## config.mk

```make
export PLATFORM = sky130hd
export DESIGN_NAME = apb_master_bridge_flat
export DESIGN_NICKNAME = d
export VERILOG_FILES = /design/src/rtl/apb_master_bridge_if.sv /design/src/rtl/apb_master_bridge.sv /design/src/flat_wrapper.sv
export SDC_FILE = /design/constraint.sdc
export NUM_CORES = 1
export LEC_CHECK = 0
export BUFFER_PORTS_ARGS = -buffer_cell sky130_fd_sc_hd__clkbuf_2
export CORE_AREA = 4 4 206 208
export DETAILED_ROUTE_END_ITERATION = 10
export DIE_AREA = 0 0 210 212
export PLACE_DENSITY = 0.48
export RECOVER_POWER = 50
export SLEW_MARGIN = 5
export SYNTH_ARGS = -nofsm -noshare
export SYNTH_HDL_FRONTEND = slang
export SYNTH_SLANG_ARGS = --single-unit
```

## constraint.sdc

```tcl
create_clock -name PCLK -period 27.9 [get_ports PCLK]
set_input_delay 6.975 -clock PCLK [delete_from_list [all_inputs] [get_ports PCLK]]
set_output_delay 6.975 -clock PCLK [all_outputs]
set_load 0.1 [all_outputs]
```

## src/rtl/apb_master_bridge_if.sv

```systemverilog
// Command, response and APB bus bundle for apb_master_bridge.
// The master modport is the bridge side; the slave modport is the environment side
// (command source, response sink and APB completer).
interface apb_master_bridge_if #(
   parameter int unsigned addr_width = 4,
   parameter int unsigned data_width = 128
);
   logic                  cmd_valid;
   logic                  cmd_ready;
   logic                  cmd_write;
   logic [addr_width-1:0] cmd_addr;
   logic [data_width-1:0] cmd_wdata;
   logic                  rsp_valid;
   logic                  rsp_ready;
   logic [data_width-1:0] rsp_rdata;
   logic                  rsp_error;
   logic                  rsp_timeout;
   logic                  PSELx;
   logic                  PENABLE;
   logic                  PWRITE;
   logic [addr_width-1:0] PADDR;
   logic [data_width-1:0] PWDATA;
   logic                  PREADY;
   logic                  PSLVERR;
   logic [data_width-1:0] PRDATA;

   modport master (
      input  cmd_valid, cmd_write, cmd_addr, cmd_wdata, rsp_ready, PREADY, PSLVERR, PRDATA,
      output cmd_ready, rsp_valid, rsp_rdata, rsp_error, rsp_timeout,
      output PSELx, PENABLE, PWRITE, PADDR, PWDATA
   );

   modport slave (
      output cmd_valid, cmd_write, cmd_addr, cmd_wdata, rsp_ready, PREADY, PSLVERR, PRDATA,
      input  cmd_ready, rsp_valid, rsp_rdata, rsp_error, rsp_timeout,
      input  PSELx, PENABLE, PWRITE, PADDR, PWDATA
   );
endinterface

```

## src/rtl/apb_master_bridge.sv

```systemverilog
// APB master bridge: runs one APB transfer (SETUP, ACCESS with wait states) per accepted
// command and returns read data / error status on a valid/ready response port.
// Every output is a register; nothing combinational reaches the outputs from the inputs.
// Optional macro APB_MASTER_TIMEOUT_EN: aborts ACCESS after timeout_cycles cycles of
// PREADY low and reports rsp_error=1, rsp_timeout=1. Without it the bridge waits forever.
module apb_master_bridge #(
   parameter int unsigned addr_width     = 4,
   parameter int unsigned data_width     = 128,
   parameter int unsigned timeout_cycles = 64
) (
   input logic                 PCLK,
   input logic                 PRESET,
   apb_master_bridge_if.master bus
);

   typedef enum logic [1:0] {StIdle, StSetup, StAccess, StResp} state_e;

   state_e                state_q;
   logic                  cmd_ready_q;
   logic                  rsp_valid_q;
   logic                  psel_q;
   logic                  penable_q;
   logic                  pwrite_q;
   logic [addr_width-1:0] paddr_q;
   logic [data_width-1:0] pwdata_q;
   logic [data_width-1:0] rdata_q;
   logic                  error_q;

`ifdef APB_MASTER_TIMEOUT_EN
   localparam int unsigned CntW = $clog2(timeout_cycles + 1);
   // Last wait cycle index before abort, and the saturation ceiling.
   localparam logic [CntW-1:0] CntLast = CntW'(timeout_cycles - 1);
   localparam logic [CntW-1:0] CntMax  = CntW'(timeout_cycles);

   logic [CntW-1:0] cnt_q;
   logic            timeout_q;

   assign bus.rsp_timeout = timeout_q;
`else
   logic unused_timeout_cfg;
   assign unused_timeout_cfg = ^timeout_cycles;
   assign bus.rsp_timeout    = 1'b0;
`endif

   // Transfer FSM with registered bus and response outputs.
   always_ff @(posedge PCLK or posedge PRESET) begin
      if (PRESET) begin
         state_q     <= StIdle;
         cmd_ready_q <= 1'b0;
         rsp_valid_q <= 1'b0;
         psel_q      <= 1'b0;
         penable_q   <= 1'b0;
         pwrite_q    <= 1'b0;
         paddr_q     <= '0;
         pwdata_q    <= '0;
         rdata_q     <= '0;
         error_q     <= 1'b0;
`ifdef APB_MASTER_TIMEOUT_EN
         cnt_q       <= '0;
         timeout_q   <= 1'b0;
`endif
      end else begin
         unique case (state_q)
            StIdle: begin
               cmd_ready_q <= 1'b1;
               // cmd_ready_q is low on the first cycle out of reset, so no accept then.
               if (bus.cmd_valid && cmd_ready_q) begin
                  cmd_ready_q <= 1'b0;
                  psel_q      <= 1'b1;
                  pwrite_q    <= bus.cmd_write;
                  paddr_q     <= bus.cmd_addr;
                  pwdata_q    <= bus.cmd_wdata;
                  state_q     <= StSetup;
`ifdef APB_MASTER_TIMEOUT_EN
                  cnt_q       <= '0;
`endif
               end
            end
            StSetup: begin
               penable_q <= 1'b1;
               state_q   <= StAccess;
            end
            StAccess: begin
               // PREADY is checked first so a completion on the last allowed cycle wins.
               if (bus.PREADY) begin
                  psel_q      <= 1'b0;
                  penable_q   <= 1'b0;
                  rsp_valid_q <= 1'b1;
                  rdata_q     <= pwrite_q ? '0 : bus.PRDATA;
                  error_q     <= bus.PSLVERR;
`ifdef APB_MASTER_TIMEOUT_EN
                  timeout_q   <= 1'b0;
`endif
                  state_q     <= StResp;
               end
`ifdef APB_MASTER_TIMEOUT_EN
               else if (cnt_q == CntLast) begin
                  psel_q      <= 1'b0;
                  penable_q   <= 1'b0;
                  rsp_valid_q <= 1'b1;
                  rdata_q     <= '0;
                  error_q     <= 1'b1;
                  timeout_q   <= 1'b1;
                  state_q     <= StResp;
               end else if (cnt_q != CntMax) begin
                  cnt_q <= cnt_q + CntW'(1);
               end
`endif
            end
            StResp: begin
               if (bus.rsp_ready) begin
                  rsp_valid_q <= 1'b0;
                  cmd_ready_q <= 1'b1;
                  state_q     <= StIdle;
               end
            end
            default: state_q <= StIdle;
         endcase
      end
   end

   assign bus.cmd_ready = cmd_ready_q;
   assign bus.rsp_valid = rsp_valid_q;
   assign bus.rsp_rdata = rdata_q;
   assign bus.rsp_error = error_q;
   assign bus.PSELx     = psel_q;
   assign bus.PENABLE   = penable_q;
   assign bus.PWRITE    = pwrite_q;
   assign bus.PADDR     = paddr_q;
   assign bus.PWDATA    = pwdata_q;

endmodule

```

## src/flat_wrapper.sv

```systemverilog
// flat-port wrapper written by rule: the top's interface ports become plain ports
module apb_master_bridge_flat 
#(
   parameter int unsigned addr_width     = 4,
   parameter int unsigned data_width     = 128,
   parameter int unsigned timeout_cycles = 64
)
  (PCLK, PRESET, bus_cmd_valid, bus_cmd_write, bus_cmd_addr, bus_cmd_wdata, bus_rsp_ready, bus_PREADY, bus_PSLVERR, bus_PRDATA, bus_cmd_ready, bus_rsp_valid, bus_rsp_rdata, bus_rsp_error, bus_rsp_timeout, bus_PSELx, bus_PENABLE, bus_PWRITE, bus_PADDR, bus_PWDATA);
  apb_master_bridge_if #(.addr_width(addr_width), .data_width(data_width)) bus_i ();
  input logic PCLK;
  input logic PRESET;
  input wire logic [$bits(bus_i.cmd_valid)-1:0] bus_cmd_valid;
  input wire logic [$bits(bus_i.cmd_write)-1:0] bus_cmd_write;
  input wire logic [$bits(bus_i.cmd_addr)-1:0] bus_cmd_addr;
  input wire logic [$bits(bus_i.cmd_wdata)-1:0] bus_cmd_wdata;
  input wire logic [$bits(bus_i.rsp_ready)-1:0] bus_rsp_ready;
  input wire logic [$bits(bus_i.PREADY)-1:0] bus_PREADY;
  input wire logic [$bits(bus_i.PSLVERR)-1:0] bus_PSLVERR;
  input wire logic [$bits(bus_i.PRDATA)-1:0] bus_PRDATA;
  output wire logic [$bits(bus_i.cmd_ready)-1:0] bus_cmd_ready;
  output wire logic [$bits(bus_i.rsp_valid)-1:0] bus_rsp_valid;
  output wire logic [$bits(bus_i.rsp_rdata)-1:0] bus_rsp_rdata;
  output wire logic [$bits(bus_i.rsp_error)-1:0] bus_rsp_error;
  output wire logic [$bits(bus_i.rsp_timeout)-1:0] bus_rsp_timeout;
  output wire logic [$bits(bus_i.PSELx)-1:0] bus_PSELx;
  output wire logic [$bits(bus_i.PENABLE)-1:0] bus_PENABLE;
  output wire logic [$bits(bus_i.PWRITE)-1:0] bus_PWRITE;
  output wire logic [$bits(bus_i.PADDR)-1:0] bus_PADDR;
  output wire logic [$bits(bus_i.PWDATA)-1:0] bus_PWDATA;
  assign bus_i.cmd_valid = bus_cmd_valid;
  assign bus_i.cmd_write = bus_cmd_write;
  assign bus_i.cmd_addr = bus_cmd_addr;
  assign bus_i.cmd_wdata = bus_cmd_wdata;
  assign bus_i.rsp_ready = bus_rsp_ready;
  assign bus_i.PREADY = bus_PREADY;
  assign bus_i.PSLVERR = bus_PSLVERR;
  assign bus_i.PRDATA = bus_PRDATA;
  assign bus_cmd_ready = bus_i.cmd_ready;
  assign bus_rsp_valid = bus_i.rsp_valid;
  assign bus_rsp_rdata = bus_i.rsp_rdata;
  assign bus_rsp_error = bus_i.rsp_error;
  assign bus_rsp_timeout = bus_i.rsp_timeout;
  assign bus_PSELx = bus_i.PSELx;
  assign bus_PENABLE = bus_i.PENABLE;
  assign bus_PWRITE = bus_i.PWRITE;
  assign bus_PADDR = bus_i.PADDR;
  assign bus_PWDATA = bus_i.PWDATA;
  apb_master_bridge #(.addr_width(addr_width), .data_width(data_width), .timeout_cycles(timeout_cycles)) u_core (.PCLK(PCLK), .PRESET(PRESET), .bus(bus_i));
endmodule
```

# Yosys cells after proc, flatten, opt, wreduce, memory -nomap -nowiden
# Cells that the tools add are included.
op_classes:
  n_reduce_logical: 13
  muxes: 15
  eq_ne: 6
ops:
  columns: ["cell", "count"]
  rows:
  - ["two-way mux 128 bit", 1]
  - ["AND reduction 3 bit", 3]
  - ["case mux 1 bit (2 select lines)", 4]
  - ["case mux 2 bit (4 select lines)", 1]
  - ["AND reduction 2 bit", 4]
  - ["nonzero test 2 bit", 4]
  - ["two-way mux 1 bit", 6]
  - ["two-way mux 2 bit", 3]
  - ["== test 2 bit (second input constant)", 2]
  - ["inequality test 2 bit (second input constant)", 2]
  - ["== test 2 x 1 -> 1 bit (second input constant)", 1]
  - ["zero test 2 bit", 1]
  - ["inequality test 2 x 1 -> 1 bit (second input constant)", 1]
  - ["logical AND 1 bit", 1]
totals:
  out_inout_bits: 267
  inputBits: 267
  regBits: 268
  word_cells: 44

# Longest topological paths before layout
logic_depth:
  depth_word: 3
  mapped_depth: 8
  mapped_depth_nobuf: 5

# Least setup slack after synthesis
# No wires, ideal clock.
synth_path:
  path_type: "flip-flop to output port"
  start: "register u_core.cmd_ready_q, in the netlist u_core.bus.cmd_ready"
  end: "output port bus_cmd_ready"
  path_slack_ns: 19.989
  path_stages_with_launch: 1
  path_buffers: 0
  arrival_ns: 0.936
  t_required_ns: 20.925
  path_cell_list: "dfrtp_1"
synth_lines:
  columns: ["element", "line_no", "rtl"]
  rows:
  - ["start, declared", "apb_master_bridge.sv:19", "logic cmd_ready_q;"]
  - ["start signal, assigned", "apb_master_bridge.sv:49", "cmd_ready_q <= 1'b0;"]
  - ["start signal, assigned", "apb_master_bridge.sv:65", "cmd_ready_q <= 1'b1;"]
  - ["start signal, assigned", "apb_master_bridge.sv:68", "cmd_ready_q <= 1'b0;"]
  - ["end, declared", "flat_wrapper.sv:20", "output wire logic [$bits(bus_i.cmd_ready)-1:0] bus_cmd_ready;"]
# No word-level cell between the ends.

# Worst setup path after layout
layout_path:
  start: "input port bus_PREADY"
  end: "register u_core.error_q, in the netlist u_core.bus.rsp_error"
layout_between:
  elab_chain_cells: 1
layout_rtl:
  columns: ["element", "line_no", "rtl"]
  rows:
  - ["start, declared", "flat_wrapper.sv:17", "input wire logic [$bits(bus_i.PREADY)-1:0] bus_PREADY;"]
  - ["AND reduction 2 bit (no source line)", null, null]
  - ["end signal, assigned", "apb_master_bridge.sv:90", "error_q <= bus.PSLVERR;"]
  - ["end, declared", "apb_master_bridge.sv:27", "logic error_q;"]
# Every way passes these cells.
# A chain may end at the register's enable or synchronous reset.

==> flow_summary.json <==
{
  "path_cells": "clkbuf_1 > nand2_1 > buf_4 > mux2_2",
  "stdcell_count": 1952,
  "start_util_pct": 26.8,
  "cts_max_path_buffers": 3,
  "synth_nets": 1150,
  "dp.cells": 1889,
  "synthTopCellsByCount": "268 x dfrtp_1, 129 x nand2b_1, 129 x o21ai_0, 128 x nand2_1, 87 x mux2_2",
  "synth_compound_area_share_pct": 6.54,
  "synth_area_leader_cell": "dfrtp_1",
  "postRouteAntennaNets": 0,
  "die_w_um": 210,
  "grt_use_total_pct": 15.2,
  "crit_buf_inv": 2,
  "drt-total-wl_um": 35000,
  "cts_tree": "built",
  "crit_path_max_fanout": 145,
  "setup_viol": 0,
  "cts.sinks": 268,
  "maxCapViolations": 3,
  "path_clk_slew_ns": 0.06,
  "outcome": "finished, violations left",
  "htree_levels": 2,
  "drv_slew": 336,
  "grt_start_max_net_pins": 150,
  "cts_hold_buf": 0,
  "hp-class": "reg -> reg",
  "gp_congestion": 0.769,
  "cp_slowest_stage_delay_ns": 2.79,
  "synth-seq-cells": 268,
  "criticalPathCategory": "in -> reg",
  "reg2reg_slack_ns": 22.60,
  "fmax_ghz": 0.0901,
  "violations": "max-capacitance violations, max-slew violations",
  "fin_setup_tns_ns": 0,
  "vias": 8160,
  "async_flop_share_pct": 100,
  "synth_top_family_by_area": "multiplexers",
  "hpwl_um": 26000,
  "synth_ff_type": "dfrtp_1",
  "rsz0062_at_grt": "false",
  "via_per_inst": 4.18,
  "cp_top_family": "simple AND/OR/NAND/NOR gates",
  "hold_viol": 0,
  "io_buffers": 532,
  "fp-row-count": 74,
  "avgSynthCellArea_um2": 12.4,
  "ys_top_cells_by_area": "dfrtp_1 62%, mux2_2 9.0%, nand2b_1 7.4%, mux2_4 6.6%, o21ai_0 5.9%",
  "post-route-util_pct": 36.9,
  "grt.overflow.total": 0,
  "antenna_found_initial": 7,
  "yosysTopAreaCellShare_pct": 61.8,
  "post-route-min-period_ns": 11.10,
  "post-place-ws_ns": 18.42,
  "layout.nets": 1665,
  "fin_skew_ns": 0.0119,
  "timing.final.crit_share_pct": 39.8,
  "synth-simple-area-share_pct": 12.4,
  "yosysWarnings": 0,
  "detail_route.iter0.violations": 285,
  "slowest_stage": "nand2_1",
  "slew_headroom_pct": -262,
  "dieArea_um2": 44500,
  "grt_pass1_vias": 8521,
  "drc": 0,
  "worstPathArrival_ns": 11.49,
  "required_ns": 28.29,
  "syn-cell-area_um2": 10900,
  "io_pins": 534,
  "synth.most_common_cell": "dfrtp_1",
  "cp-end-kind": "register",
  "synth.distinct_cells": 29,
  "synthCells": 878,
  "synthMuxAreaShare_pct": 15.8,
  "synth_edf_count": 0,
  "synth_xor_area_share_pct": 0,
  "avgRoutedWirePerCell_um": 17.9,
  "ys_seq_area_share_pct": 61.8,
  "dieHeight_um": 212,
  "drive_above_1_share_pct": 49.5,
  "cts-root-buf": "clkbuf_16",
  "design.core.area_um2": 40600,
  "grt_pass1_wl_um": 52400,
  "cts_buffers": 34,
  "first_pass_iters": 4,
  "worst_slack_ns": 16.80,
  "post_cts_buffers": 0,
  "worst_pin_slew_ns": 5.43,
  "critPathLaunchType": "input port",
  "synthAdderAreaFrac_pct": 0.576,
  "syn2layout_area_growth_pct": 37.9,
  "cts_resized": 0,
  "clock_latency_ns": 0.51
}
-- area by class of cell --
class | count | area (µm²)
fill | 4168 | 25600
sequential | 268 | 6710
multi-input combinational | 548 | 3730
timing repair buffer | 536 | 2700
clock buffer | 51 | 1030
tap | 532 | 666
clock inverter | 9 | 108
inverter | 5 | 20.0
antenna | 3 | 7.51
-- sequential cells by signal, summed over array words and instances, names as in the netlist --
signal	cells
u_core.bus.PWDATA	128
u_core.bus.rsp_rdata	128
u_core.bus.PADDR	4
u_core.state_q	2
u_core.bus.PENABLE	1
u_core.bus.PSELx	1
u_core.bus.PWRITE	1
u_core.bus.cmd_ready	1
u_core.bus.rsp_error	1
u_core.bus.rsp_valid	1
-- kinds of logic (layout without fill, tap and decap cells) --
group                      count (synthesis)  count (layout)
and+or+nand+nor                          268             268
muxes                                    136             136
adders and majority gates                  5               5
other                                      1               4
AOI/OAI and AO/OA                        138             138
buffers and inverters                     62             601
DFF                                      268             268
-- layout by cell type (no fill, tap or decap), types with 2 or more instances in the layout --
cell type | netlist | routed
a21boi_0 | 2 | 2
buf_4 | 2 | 3
bufinv_16 | 0 | 2
clkbuf_1 | 26 | 9
clkbuf_16 | 0 | 35
clkbuf_2 | 0 | 530
clkbuf_8 | 0 | 9
clkinv_2 | 0 | 4
dfrtp_1 | 268 | 267
diode_2 | 0 | 3
ha_1 | 5 | 5
inv_1 | 5 | 4
mux2_1 | 0 | 25
mux2_2 | 87 | 87
mux2_4 | 48 | 23
nand2_1 | 128 | 129
nand2b_1 | 129 | 129
nand3_1 | 1 | 2
nor2_1 | 4 | 4
nor2b_1 | 2 | 2
o21ai_0 | 129 | 129
-- per-layer routing --
metal / part of all wire [%] / wire [µm] / global-route usage (%) / up-vias
met4: 2.3 / 790 / 4.79 / 6
li1: - / - / - / 3938
met3: 11 / 3780 / 6.88 / 58
met2: 47 / 16600 / 24.9 / 347
met1: 40 / 13800 / 17.9 / 3811
met5: 0.089 / 31 / 0 / -
-- worst reg2reg max path: cells and delay by family (launching register included) --
family	cells	cell delay (ns)
simple gates	1	2.79
fa+ha+maj	1	0.29
mux	1	0.43
flops	1	0.40
buf+inv	2	1.26
-- worst paths after layout --
check | from | endpoint | depth (start not counted)
setup / recovery | bus_PREADY | u_core.bus.rsp_error | 4
hold / removal | u_core.bus.rsp_rdata[17] | u_core.bus.rsp_rdata[17] | 2
setup reg to reg | u_core.state_q[0] | u_core.bus.rsp_error | 5
hold reg to reg | u_core.bus.rsp_rdata[17] | u_core.bus.rsp_rdata[17] | 2
max in group asynchronous | PRESET | u_core.bus.PWRITE | 2
min in group asynchronous | PRESET | u_core.bus.PWDATA[111] | 2
-- per-stage QoR --
step                      hold slack [ns]  instance area, µm²
after floorplan                     0.559               10900
after global placement              0.461               14000
after detailed placement            0.470               14000
after CTS                           0.483               15100
after global routing                0.494               15000
final                               0.474               15000
Power is left out: the tool's default activity adds up to more than one toggle a clock period on the data nets, which glitch-free logic cannot reach.
